[config.mk]
export PLATFORM = sky130hd
export DESIGN_NAME = mem_access_stage_flat
export DESIGN_NICKNAME = d
export VERILOG_FILES = /design/src/rtl/mem_access_stage_if.sv /design/src/rtl/mem_access_stage.sv /design/src/flat_wrapper.sv
export SDC_FILE = /design/constraint.sdc
export NUM_CORES = 1
export LEC_CHECK = 0
export ABC_AREA = 1
export CORE_MARGIN = 8
export CORE_UTILIZATION = 44
export DETAILED_ROUTE_END_ITERATION = 10
export PLACE_DENSITY = 0.87
export SYNTH_ARGS = -nofsm -noshare
export SYNTH_HDL_FRONTEND = slang
export SYNTH_SLANG_ARGS = --single-unit
[constraint.sdc]
create_clock -name clk -period 3.6 [get_ports clk]
set_clock_uncertainty 0.1 [all_clocks]
set_input_delay 0.9 -clock clk [delete_from_list [all_inputs] [get_ports clk]]
set_output_delay 0.9 -clock clk [all_outputs]
set_load 0.02 [all_outputs]
[src/rtl/mem_access_stage_if.sv]
// -----------------------------------------------------------------------------
// mem_access_stage_if
//   Data-memory bus between the memory-access stage and a 32-bit data memory.
//
//   Handshake: the stage raises dmem_req with dmem_addr/dmem_we/dmem_wdata/
//   dmem_be stable and holds them until the memory answers with dmem_ready=1.
//   The beat completes on the rising edge where dmem_req=1 and dmem_ready=1;
//   for reads, dmem_rdata is valid only in that cycle. dmem_ready is ignored
//   while dmem_req=0.
//
//   Signals
//     dmem_req    stage -> mem  beat request
//     dmem_we     stage -> mem  1 = write beat
//     dmem_addr   stage -> mem  word address (low 2 bits are 0)
//     dmem_wdata  stage -> mem  write data
//     dmem_be     stage -> mem  byte enables, bit i covers wdata[8i+7:8i]
//     dmem_rdata  mem -> stage  read data
//     dmem_ready  mem -> stage  beat complete
// -----------------------------------------------------------------------------
interface mem_access_stage_if;
    logic        dmem_req;
    logic        dmem_we;
    logic [31:0] dmem_addr;
    logic [31:0] dmem_wdata;
    logic [3:0]  dmem_be;
    logic [31:0] dmem_rdata;
    logic        dmem_ready;

    modport master (
        output dmem_req, dmem_we, dmem_addr, dmem_wdata, dmem_be,
        input  dmem_rdata, dmem_ready
    );

    modport slave (
        input  dmem_req, dmem_we, dmem_addr, dmem_wdata, dmem_be,
        output dmem_rdata, dmem_ready
    );
endinterface

[src/rtl/mem_access_stage.sv]
// -----------------------------------------------------------------------------
// mem_access_stage
//   Memory-stage access unit between EX/MEM and MEM/WB (memWrRegister).
//   Runs byte/half/word loads and stores and two-beat FP double loads/stores
//   against a handshaked 32-bit data memory, formats load data, and drives the
//   pipeline stall, the MEM/WB write enable and the exception flag.
//
//   Ports
//     clk, rst_n                 clock (rising edge), async active-low reset
//     memRead, memWrite          load / store request from EX/MEM
//     memSize                    00 byte, 01 half, 10 word, 11 double
//     memSigned                  sign-extend byte/half loads
//     aluResultMem               effective byte address
//     storeData, fp_storeData    integer / FP double store data
//     dmem                       data-memory bus (master side)
//     memData, fp_busWMem        load results to memWrRegister
//     memStall                   freeze PC, IF/ID, ID/EX, EX/MEM
//     memWrEn                    memWrRegister write enable (= ~memStall)
//     memExc                     misaligned or timed-out access
//     dbg_state                  current FSM state (IDLE=0 BEAT0=1 BEAT1=2 DONE=3)
// -----------------------------------------------------------------------------
module mem_access_stage #(
    parameter int TIMEOUT = 16,
    parameter int CNT_W   = 5
) (
    input  logic                 clk,
    input  logic                 rst_n,
    input  logic                 memRead,
    input  logic                 memWrite,
    input  logic [1:0]           memSize,
    input  logic                 memSigned,
    input  logic [31:0]          aluResultMem,
    input  logic [31:0]          storeData,
    input  logic [63:0]          fp_storeData,
    mem_access_stage_if.master   dmem,
    output logic [31:0]          memData,
    output logic [63:0]          fp_busWMem,
    output logic                 memStall,
    output logic                 memWrEn,
    output logic                 memExc,
    output logic [1:0]           dbg_state
);

    typedef enum logic [1:0] {
        S_IDLE  = 2'd0,
        S_BEAT0 = 2'd1,
        S_BEAT1 = 2'd2,
        S_DONE  = 2'd3
    } state_e;

    localparam logic [CNT_W-1:0] TMO    = CNT_W'(TIMEOUT);
    localparam bit               TMO_EN = (TIMEOUT != 0);

    state_e           state_q, state_d;
    logic [31:0]      lo_q, lo_d;
    logic [31:0]      hi_q, hi_d;
    logic [CNT_W-1:0] tcnt_q, tcnt_d;
    logic             tflag_q, tflag_d;

    logic             op, mis, is_byte, is_half, is_word, is_dbl;
    logic [CNT_W-1:0] tcnt_inc;
    logic [7:0]       byte_sel;
    logic [15:0]      half_sel;
    logic [31:0]      load_fmt;
    logic [31:0]      addr_w;

    assign op       = memRead | memWrite;
    assign is_byte  = (memSize == 2'b00);
    assign is_half  = (memSize == 2'b01);
    assign is_word  = (memSize == 2'b10);
    assign is_dbl   = (memSize == 2'b11);
    assign mis      = (is_half & aluResultMem[0])
                    | (is_word & (aluResultMem[1:0] != 2'b00))
                    | (is_dbl  & (aluResultMem[2:0] != 3'b000));
    assign tcnt_inc = tcnt_q + 1'b1;
    assign addr_w   = {aluResultMem[31:2], 2'b00};

    // Little-endian lane select from the first beat.
    assign byte_sel = lo_q[{aluResultMem[1:0], 3'b000} +: 8];
    assign half_sel = lo_q[{aluResultMem[1], 4'b0000} +: 16];

    always_comb begin
        load_fmt = lo_q;
        if (is_byte)      load_fmt = {{24{memSigned & byte_sel[7]}}, byte_sel};
        else if (is_half) load_fmt = {{16{memSigned & half_sel[15]}}, half_sel};
    end

    // Next-state logic.
    always_comb begin
        state_d = state_q;
        lo_d    = lo_q;
        hi_d    = hi_q;
        tcnt_d  = tcnt_q;
        tflag_d = tflag_q;
        case (state_q)
            S_IDLE: begin
                tcnt_d = '0;
                if (op && !mis) state_d = S_BEAT0;
            end
            S_BEAT0, S_BEAT1: begin
                if (dmem.dmem_ready) begin
                    if (state_q == S_BEAT0) lo_d = dmem.dmem_rdata;
                    else                    hi_d = dmem.dmem_rdata;
                    state_d = (state_q == S_BEAT0 && is_dbl) ? S_BEAT1 : S_DONE;
                    tcnt_d  = '0;
                end else if (TMO_EN && tcnt_inc == TMO) begin
                    // This was the TIMEOUT-th cycle without ready: abort.
                    tflag_d = 1'b1;
                    tcnt_d  = '0;
                    state_d = S_DONE;
                end else begin
                    tcnt_d = tcnt_inc;
                end
            end
            default: begin
                tflag_d = 1'b0;
                state_d = S_IDLE;
            end
        endcase
    end

    always_ff @(posedge clk or negedge rst_n) begin
        if (!rst_n) begin
            state_q <= S_IDLE;
            lo_q    <= '0;
            hi_q    <= '0;
            tcnt_q  <= '0;
            tflag_q <= 1'b0;
        end else begin
            state_q <= state_d;
            lo_q    <= lo_d;
            hi_q    <= hi_d;
            tcnt_q  <= tcnt_d;
            tflag_q <= tflag_d;
        end
    end

    // Output decode. Bus outputs are zero whenever no beat is requested, and
    // everything is forced to zero while reset is asserted so the request
    // drops the moment rst_n falls.
    always_comb begin
        dmem.dmem_req   = 1'b0;
        dmem.dmem_we    = 1'b0;
        dmem.dmem_addr  = '0;
        dmem.dmem_wdata = '0;
        dmem.dmem_be    = '0;
        memData         = '0;
        fp_busWMem      = '0;
        memStall        = 1'b0;
        memExc          = 1'b0;
        case (state_q)
            S_IDLE: begin
                memStall = op & ~mis;
                memExc   = op & mis;
            end
            S_BEAT0, S_BEAT1: begin
                memStall        = 1'b1;
                dmem.dmem_req   = 1'b1;
                dmem.dmem_we    = memWrite;
                dmem.dmem_addr  = (state_q == S_BEAT1) ? addr_w + 32'd4 : addr_w;
                dmem.dmem_be    = 4'b1111;
                case (memSize)
                    2'b00: dmem.dmem_wdata = {4{storeData[7:0]}};
                    2'b01: dmem.dmem_wdata = {2{storeData[15:0]}};
                    2'b10: dmem.dmem_wdata = storeData;
                    default: dmem.dmem_wdata = (state_q == S_BEAT1) ?
                                               fp_storeData[63:32] : fp_storeData[31:0];
                endcase
                if (memWrite && is_byte) dmem.dmem_be = 4'b0001 << aluResultMem[1:0];
                if (memWrite && is_half) dmem.dmem_be = aluResultMem[1] ? 4'b1100 : 4'b0011;
            end
            default: begin
                memExc = tflag_q;
                if (memRead && !tflag_q) begin
                    memData    = load_fmt;
                    fp_busWMem = is_dbl ? {hi_q, lo_q} : {32'b0, load_fmt};
                end
            end
        endcase
        memWrEn   = ~memStall;
        dbg_state = state_q;
        if (!rst_n) begin
            dmem.dmem_req   = 1'b0;
            dmem.dmem_we    = 1'b0;
            dmem.dmem_addr  = '0;
            dmem.dmem_wdata = '0;
            dmem.dmem_be    = '0;
            memData         = '0;
            fp_busWMem      = '0;
            memStall        = 1'b0;
            memWrEn         = 1'b0;
            memExc          = 1'b0;
            dbg_state       = 2'd0;
        end
    end

endmodule
[src/flat_wrapper.sv]
// flat-port wrapper written by rule: the top's interface ports become plain ports
module mem_access_stage_flat 
#(
    parameter int TIMEOUT = 16,
    parameter int CNT_W   = 5
)
  (clk, rst_n, memRead, memWrite, memSize, memSigned, aluResultMem, storeData, fp_storeData, memData, fp_busWMem, memStall, memWrEn, memExc, dbg_state, dmem_dmem_req, dmem_dmem_we, dmem_dmem_addr, dmem_dmem_wdata, dmem_dmem_be, dmem_dmem_rdata, dmem_dmem_ready);
  mem_access_stage_if dmem_i ();
  input  logic clk;
  input  logic rst_n;
  input  logic memRead;
  input  logic memWrite;
  input  logic [1:0] memSize;
  input  logic memSigned;
  input  logic [31:0] aluResultMem;
  input  logic [31:0] storeData;
  input  logic [63:0] fp_storeData;
  output logic [31:0] memData;
  output logic [63:0] fp_busWMem;
  output logic memStall;
  output logic memWrEn;
  output logic memExc;
  output logic [1:0] dbg_state;
  output wire logic [$bits(dmem_i.dmem_req)-1:0] dmem_dmem_req;
  output wire logic [$bits(dmem_i.dmem_we)-1:0] dmem_dmem_we;
  output wire logic [$bits(dmem_i.dmem_addr)-1:0] dmem_dmem_addr;
  output wire logic [$bits(dmem_i.dmem_wdata)-1:0] dmem_dmem_wdata;
  output wire logic [$bits(dmem_i.dmem_be)-1:0] dmem_dmem_be;
  input wire logic [$bits(dmem_i.dmem_rdata)-1:0] dmem_dmem_rdata;
  input wire logic [$bits(dmem_i.dmem_ready)-1:0] dmem_dmem_ready;
  assign dmem_dmem_req = dmem_i.dmem_req;
  assign dmem_dmem_we = dmem_i.dmem_we;
  assign dmem_dmem_addr = dmem_i.dmem_addr;
  assign dmem_dmem_wdata = dmem_i.dmem_wdata;
  assign dmem_dmem_be = dmem_i.dmem_be;
  assign dmem_i.dmem_rdata = dmem_dmem_rdata;
  assign dmem_i.dmem_ready = dmem_dmem_ready;
  mem_access_stage #(.TIMEOUT(TIMEOUT), .CNT_W(CNT_W)) u_core (.clk(clk), .rst_n(rst_n), .memRead(memRead), .memWrite(memWrite), .memSize(memSize), .memSigned(memSigned), .aluResultMem(aluResultMem), .storeData(storeData), .fp_storeData(fp_storeData), .dmem(dmem_i), .memData(memData), .fp_busWMem(fp_busWMem), .memStall(memStall), .memWrEn(memWrEn), .memExc(memExc), .dbg_state(dbg_state));
endmodule
---- Word level (Yosys, flattened, before mapping) ----
Index checks and enable logic that the tools add are counted.
storage, ports and cells
  bits in registers ....................... 72
  input bits .............................. 168
  output and inout port bits .............. 171
  word-level logic and storage cells ...... 94
cells by class
  add/sub/neg operators ................... 2
  eq/ne operators ......................... 10
  shift-type cells ........................ 3
  multiplexer cells ....................... 42
  bitwise gates (word level) .............. 14
  reductions and logical operators ........ 18
operator list
  kind                                                   number
  two-way mux 32 bit                                     11
  two-way mux 64 bit                                     4
  one-hot mux 32 bit (3 select lines)                    1
  adder 32 x 3 -> 32 bit, second input constant          1
  variable part select 32 x 6 -> 16 bit                  1
  variable part select 32 x 6 -> 8 bit                   1
  two-way mux 4 bit                                      5
  two-way mux 1 bit                                      10
  two-way mux 5 bit                                      2
  one-hot mux 5 bit (2 select lines)                     1
  AND reduction 3 bit                                    3
  two-way mux 2 bit                                      4
  AND 1 bit                                              7
  == test 2 bit, second input constant                   3
  one-hot mux 1 bit (2 select lines)                     3
  adder 5 x 1 -> 5 bit, second input constant            1
  == test 5 bit, second input constant                   1
  logical AND 1 bit                                      5
  == test 2 x 1 -> 1 bit, second input constant          2
  zero test 2 bit                                        2
  inequality test 2 x 1 -> 1 bit, second input constant  2
  inverter 1 bit                                         4
  one-hot mux 2 bit (2 select lines)                     1
  nonzero test 2 bit                                     2
  9 further kinds                                        12

---- Depth between registers and ports, before layout ----
  depth in word-level cells ............... 9
  depth in mapped cells ................... 11

---- Worst setup path before layout ----
No wires, ideal clock.
  kind .................................... input to output
  start ................................... input aluResultMem[1]
  end ..................................... output fp_busWMem[14]
  arrival time ............................ 2.279 ns
  data required time ...................... 2.600 ns
  slack ................................... 0.321 ns
  stages on the path ...................... 9
  path buffers ............................ 2
  cell sequence ........................... buf_2 inv_2 nand2_1 and2_1 nand2_1 nand4_4 nand2_4 buf_6 nor3_1
on the way
  word-level cells in the longest chain between the ends .. 7
  elaborated cells between the ends (all ways) .. 9
  those cells by class .................... shift (2); mux (6); bitwise (1)
ends and longest elaborated chain
  what                                                                                                  RTL line                                        source
  start, declared                                                                                       flat_wrapper.sv:15                              input logic [31:0] aluResultMem;
  variable part select 32 x 6 -> 16 bit / variable part select 32 x 6 -> 8 bit (equally long branches)  mem_access_stage.sv:80, mem_access_stage.sv:79
  two-way mux 32 bit / AND 1 bit (equally long branches)                                                mem_access_stage.sv:85, mem_access_stage.sv:84
  two-way mux 32 bit *                                                                                  mem_access_stage.sv:84                          if (is_byte) load_fmt = {{24{memSigned & byte_sel[7]}}, byte_sel};
  two-way mux 64 bit *                                                                                  mem_access_stage.sv:176                         fp_busWMem = is_dbl ? {hi_q, lo_q} : {32'b0, load_fmt};
  two-way mux 64 bit *                                                                                  mem_access_stage.sv:174                         if (memRead && !tflag_q) begin
  two-way mux 64 bit *                                                                                  mem_access_stage.sv:151                         case (state_q)
  two-way mux 64 bit *                                                                                  mem_access_stage.sv:182                         if (!rst_n) begin
  end, declared                                                                                         flat_wrapper.sv:19                              output logic [63:0] fp_busWMem;
Mark *: on every way between the ends. The rest lies on a longest branch, timed or not.

---- Worst setup path in the final report ----
  start ................................... input memRead
  end ..................................... output fp_busWMem[51]
on the way
  word-level cells in the longest chain between the ends .. 4
ends and longest elaborated chain
  what                RTL line                 source
  start, declared     flat_wrapper.sv:11       input logic memRead;
  logical AND 1 bit   mem_access_stage.sv:174
  two-way mux 64 bit  mem_access_stage.sv:174
  two-way mux 64 bit  mem_access_stage.sv:151
  two-way mux 64 bit  mem_access_stage.sv:182
No other way between the ends.

==> flow_metrics.py <==
metrics = {
    "place": {
        "place_inst": 1667,
        "place_congestion": 0.9969,
        "portBuffers": 336,
        "dp_hpwl_um": 25280,
        "place_area_um2": 10820,
    },
    "setup_path": {
        "r2r-start": "u_core.state_q[1]",
        "r2r_cells": 7,
        "crit_slowest_cell": "clkdlybuf4s50_1",
        "path_delay_family": "buffers and inverters",
        "crit_path_end_kind": "output port",
        "crit_arrival_ps": 2540,
        "worstPathRequired_ps": 2600,
        "crit_fanout": 27,
        "cpMostUsedCell": "buf_12",
        "path_cells": "clkdlybuf4s50_1 > nand4_1 > buf_12 > buf_12 > buf_4 > nor2_1 > clkdlybuf4s15_1",
        "crit_start": "memRead",
        "rrSetupSlack_ps": 1420,
        "r2r-end": "u_core.lo_q[18]",
        "startpoint_type": "input port",
        "crit_type": "in2out",
        "critPathBufInv": 5,
        "slowest_delay_ps": 520,
    },
    "pwr": {
        "powerDensity_nw_per_um2": 524.1,
        "seq_power_share_pct": 26.1,
        "p_sw_share_pct": 46.70,
        "p_int_mw": 3.081,
        "peakVddDrop_uv": 375.7,
        "power_switching_mw": 2.699,
        "p_comb_share_pct": 57.2,
        "p_clk_share_pct": 16.7,
        "p_leak_nw": 5.694,
    },
    "logic_synthesis": {
        "yosysTopAreaCellShare_pct": 27.86,
        "synth_warnings": 0,
        "ys_top_cells_by_area": "dfrtp_1 (28%), nand2_1 (18%), nor2_1 (12%)",
        "synth_common_cells": "nand2_1 (316), nor2_1 (209), inv_1 (99)",
        "netlist_area_um2": 6466,
        "yosys_most_used_dff": "dfrtp_1",
        "yosysTopAreaCell": "dfrtp_1",
        "yosysSeqAreaShare_pct": 27.86,
        "yosysMostFrequentCell": "nand2_1",
        "ys_types": 48,
        "syn_area_per_cell_um2": 5.976,
        "syn_inst": 1082,
        "ys_ff_latch": 72,
        "synth_async_sr_flop_share_pct": 100.0,
        "synth_edf_count": 0,
    },
    "clock_tree": {
        "cts_tree": "done",
        "htreeDepth": 3,
        "clock_path_buffers": 2,
        "holdBufCountCts": 0,
        "clk_pin_slew_ps": 50,
        "insertion_delay_ps": 340,
        "cts_num_sinks": 72,
        "cts_buffers": 9,
        "cts_root_buffer": "clkbuf_16",
    },
    "die": {
        "fp.dieH_um": 137.2,
        "die_w_um": 137.2,
        "rows": 44,
        "core_area_um2": 14420,
        "io_pins": 339,
        "dieArea_um2": 18830,
        "initial_core_util_pct": 44.83,
    },
    "timing": {
        "max_slew_margin_pct": 49.76,
        "hold_ws_ps": 385.6,
        "finalCritPeriodShare_pct": 98.32,
        "slew_viol_final": 0,
        "hold_viol": 0,
        "grt_setup_unrepaired": "true",
        "finalSetupViolations": 0,
        "fin_crit_ps": 3539,
        "fmax_mhz": 282.5,
        "tightest_slew_ps": 753.6,
        "finalSetupTns_ps": 0,
    },
    "layout": {
        "fin_nets": 1671,
        "seq_area_um2": 1802,
        "multi_input_area_um2": 4120,
        "fillers": 1170,
        "drive_gt1_share_pct": 19.19,
        "area_growth_pct": 70.57,
        "final_area_um2": 11030,
        "instances_no_fill": 1693,
        "post-route-util_pct": 76.47,
    },
    "route": {
        "vias": 9073,
        "via_per_inst": 5.359,
        "dr.pass1.iters": 6,
        "wire_per_inst_um": 18.72,
        "finalWirelength_um": 31690,
        "drt_iter0_markers": 760,
        "final_antenna_net_count": 0,
        "drc": 0,
    },
    "hold_path": {
        "min_path_type": "reg2reg",
        "hold_depth": 2,
        "holdCritStartpoint": "u_core.hi_q[5]",
        "hold_path_end": "u_core.hi_q[5]",
    },
    "grt": {
        "antenna_found_initial": 7,
        "grt_max_degree": 65,
        "overflow": 0,
        "grt_pass1_vias": 8841,
        "track_usage_pct": 32.12,
        "grt_first_pass_wirelength_um": 47380,
    },
    "run_status": {
        "status": "finished, final reports clean",
    },
    "flow_run": {
        "cap_violations": 0,
    },
}
[cell families (layout without fill, tap and decap cells)]
family	after synthesis	after routing	share of synthesized area [%]
AND/OR/NAND/NOR	632	632	41.29
flip-flops	72	72	27.86
other	1	10	0.05799
AO/OA/AOI/OAI	197	197	17.84
adder cells (fa/ha/maj)	6	6	1.161
buffers and inverters	167	585	10.84
XOR/XNOR	7	7	0.9482
[worst max-delay path by stage]
stage,to,slack (ps),cells past startpoint
2_1_floorplan,fp_busWMem[14],320,9
3_3_place_gp,memData[3],-510,9
3_5_place_dp,dmem_dmem_addr[25],-520,12
4_1_cts,dmem_dmem_wdata[9],0.3,8
5_1_grt,fp_busWMem[3],-30,8
6_report,fp_busWMem[51],60,7
[routing by layer]
layer  vias up  part of all wire, %  routed length [um]  GRT usage, %
met3       110                  8.7                2772         6.637
met5         -                    0                   0             0
met4         0                  5.6                1779         18.23
li1       4294                    -                   -             -
met1      4168                   37               11850         36.78
met2       501                   48               15290         54.76
[power by group through the flow]
| stage | logic, mW | registers (mW) | clock network, mW |
|---|---|---|---|
| floorplan | 1.91 | 1.37 | 0 |
| global placement | 3.30 | 1.48 | 0 |
| detailed placement | 3.39 | 1.49 | 0 |
| CTS | 3.27 | 1.49 | 0.973 |
| global route | 3.61 | 1.54 | 1.01 |
| finish | 3.31 | 1.51 | 0.963 |
[worst min-delay path: stages (launching register included)]
cell and delay (ps):
dfrtp_1 340, nand2_1 50, o21ai_0 60
[final cells by class]
class,count,share of cell area [%]
multi-input cells,844,37.36
repair buffers,463,37.37
well taps,184,2.087
clock buffers,11,2.201
inverters,107,3.766
flip-flops and latches,72,16.34
clock inverters,4,0.7033
diodes,8,0.1815
[metrics by stage]
| stage | setup WS, ps | total power [mW] |
|---|---|---|
| detailed placement | -524.6 | 4.878 |
| global route | -30.80 | 6.158 |
| finish | 60.55 | 5.780 |
| global placement | -509.1 | 4.781 |
| floorplan | 320.7 | 3.272 |
| CTS | 0.2625 | 5.732 |
[cell usage in the layout, fill, tap and decap left out, types with 4 or more instances in the layout]
master           synthesis  layout
nand2_1                316     310
nor2_1                 209     199
clkdlybuf4s50_1          0     161
buf_4                    7     127
inv_1                   99      98
o21ai_0                 84      82
dlygate4sd2_1            0      79
dfrtp_1                 72      72
a21oi_1                 49      43
nand3_1                 37      35
clkbuf_2                 0      32
buf_2                    9      18
nand4_1                 15      15
dlymetal6s2s_1           0      15
nor3_1                  17      14
nand2_2                  7      13
a211oi_1                14      11
clkdlybuf4s15_1          0      11
buf_12                   0      10
nor3_2                   6       9
nor2_2                   3       9
clkbuf_16                0       9
diode_2                  0       8
nor2_4                   4       8
o21ai_2                  5       7
a221oi_1                 8       7
clkdlybuf4s15_2          0       7
o21ai_1                  6       6
o211ai_1                 6       6
inv_2                    5       6
a21oi_2                  0       6
o22ai_1                  5       5
xor2_1                   5       5
a31oi_1                  4       4
nand3b_1                 4       4
ha_1                     6       4
[sequential cells by signal, indices dropped and copies added, names as in the netlist]
register / flops
u_core.lo_q: 32
u_core.tflag_q: 1
u_core.state_q: 2
u_core.tcnt_q: 5
u_core.hi_q: 32
[what timing repair did]
item / CTS / global route
gates resized for setup: 272 / 129
pin swaps: 6 / 12
setup endpoints to repair: 158 / 85
buffers inserted: 2 / 1
(Power assumes the default switching activity.)
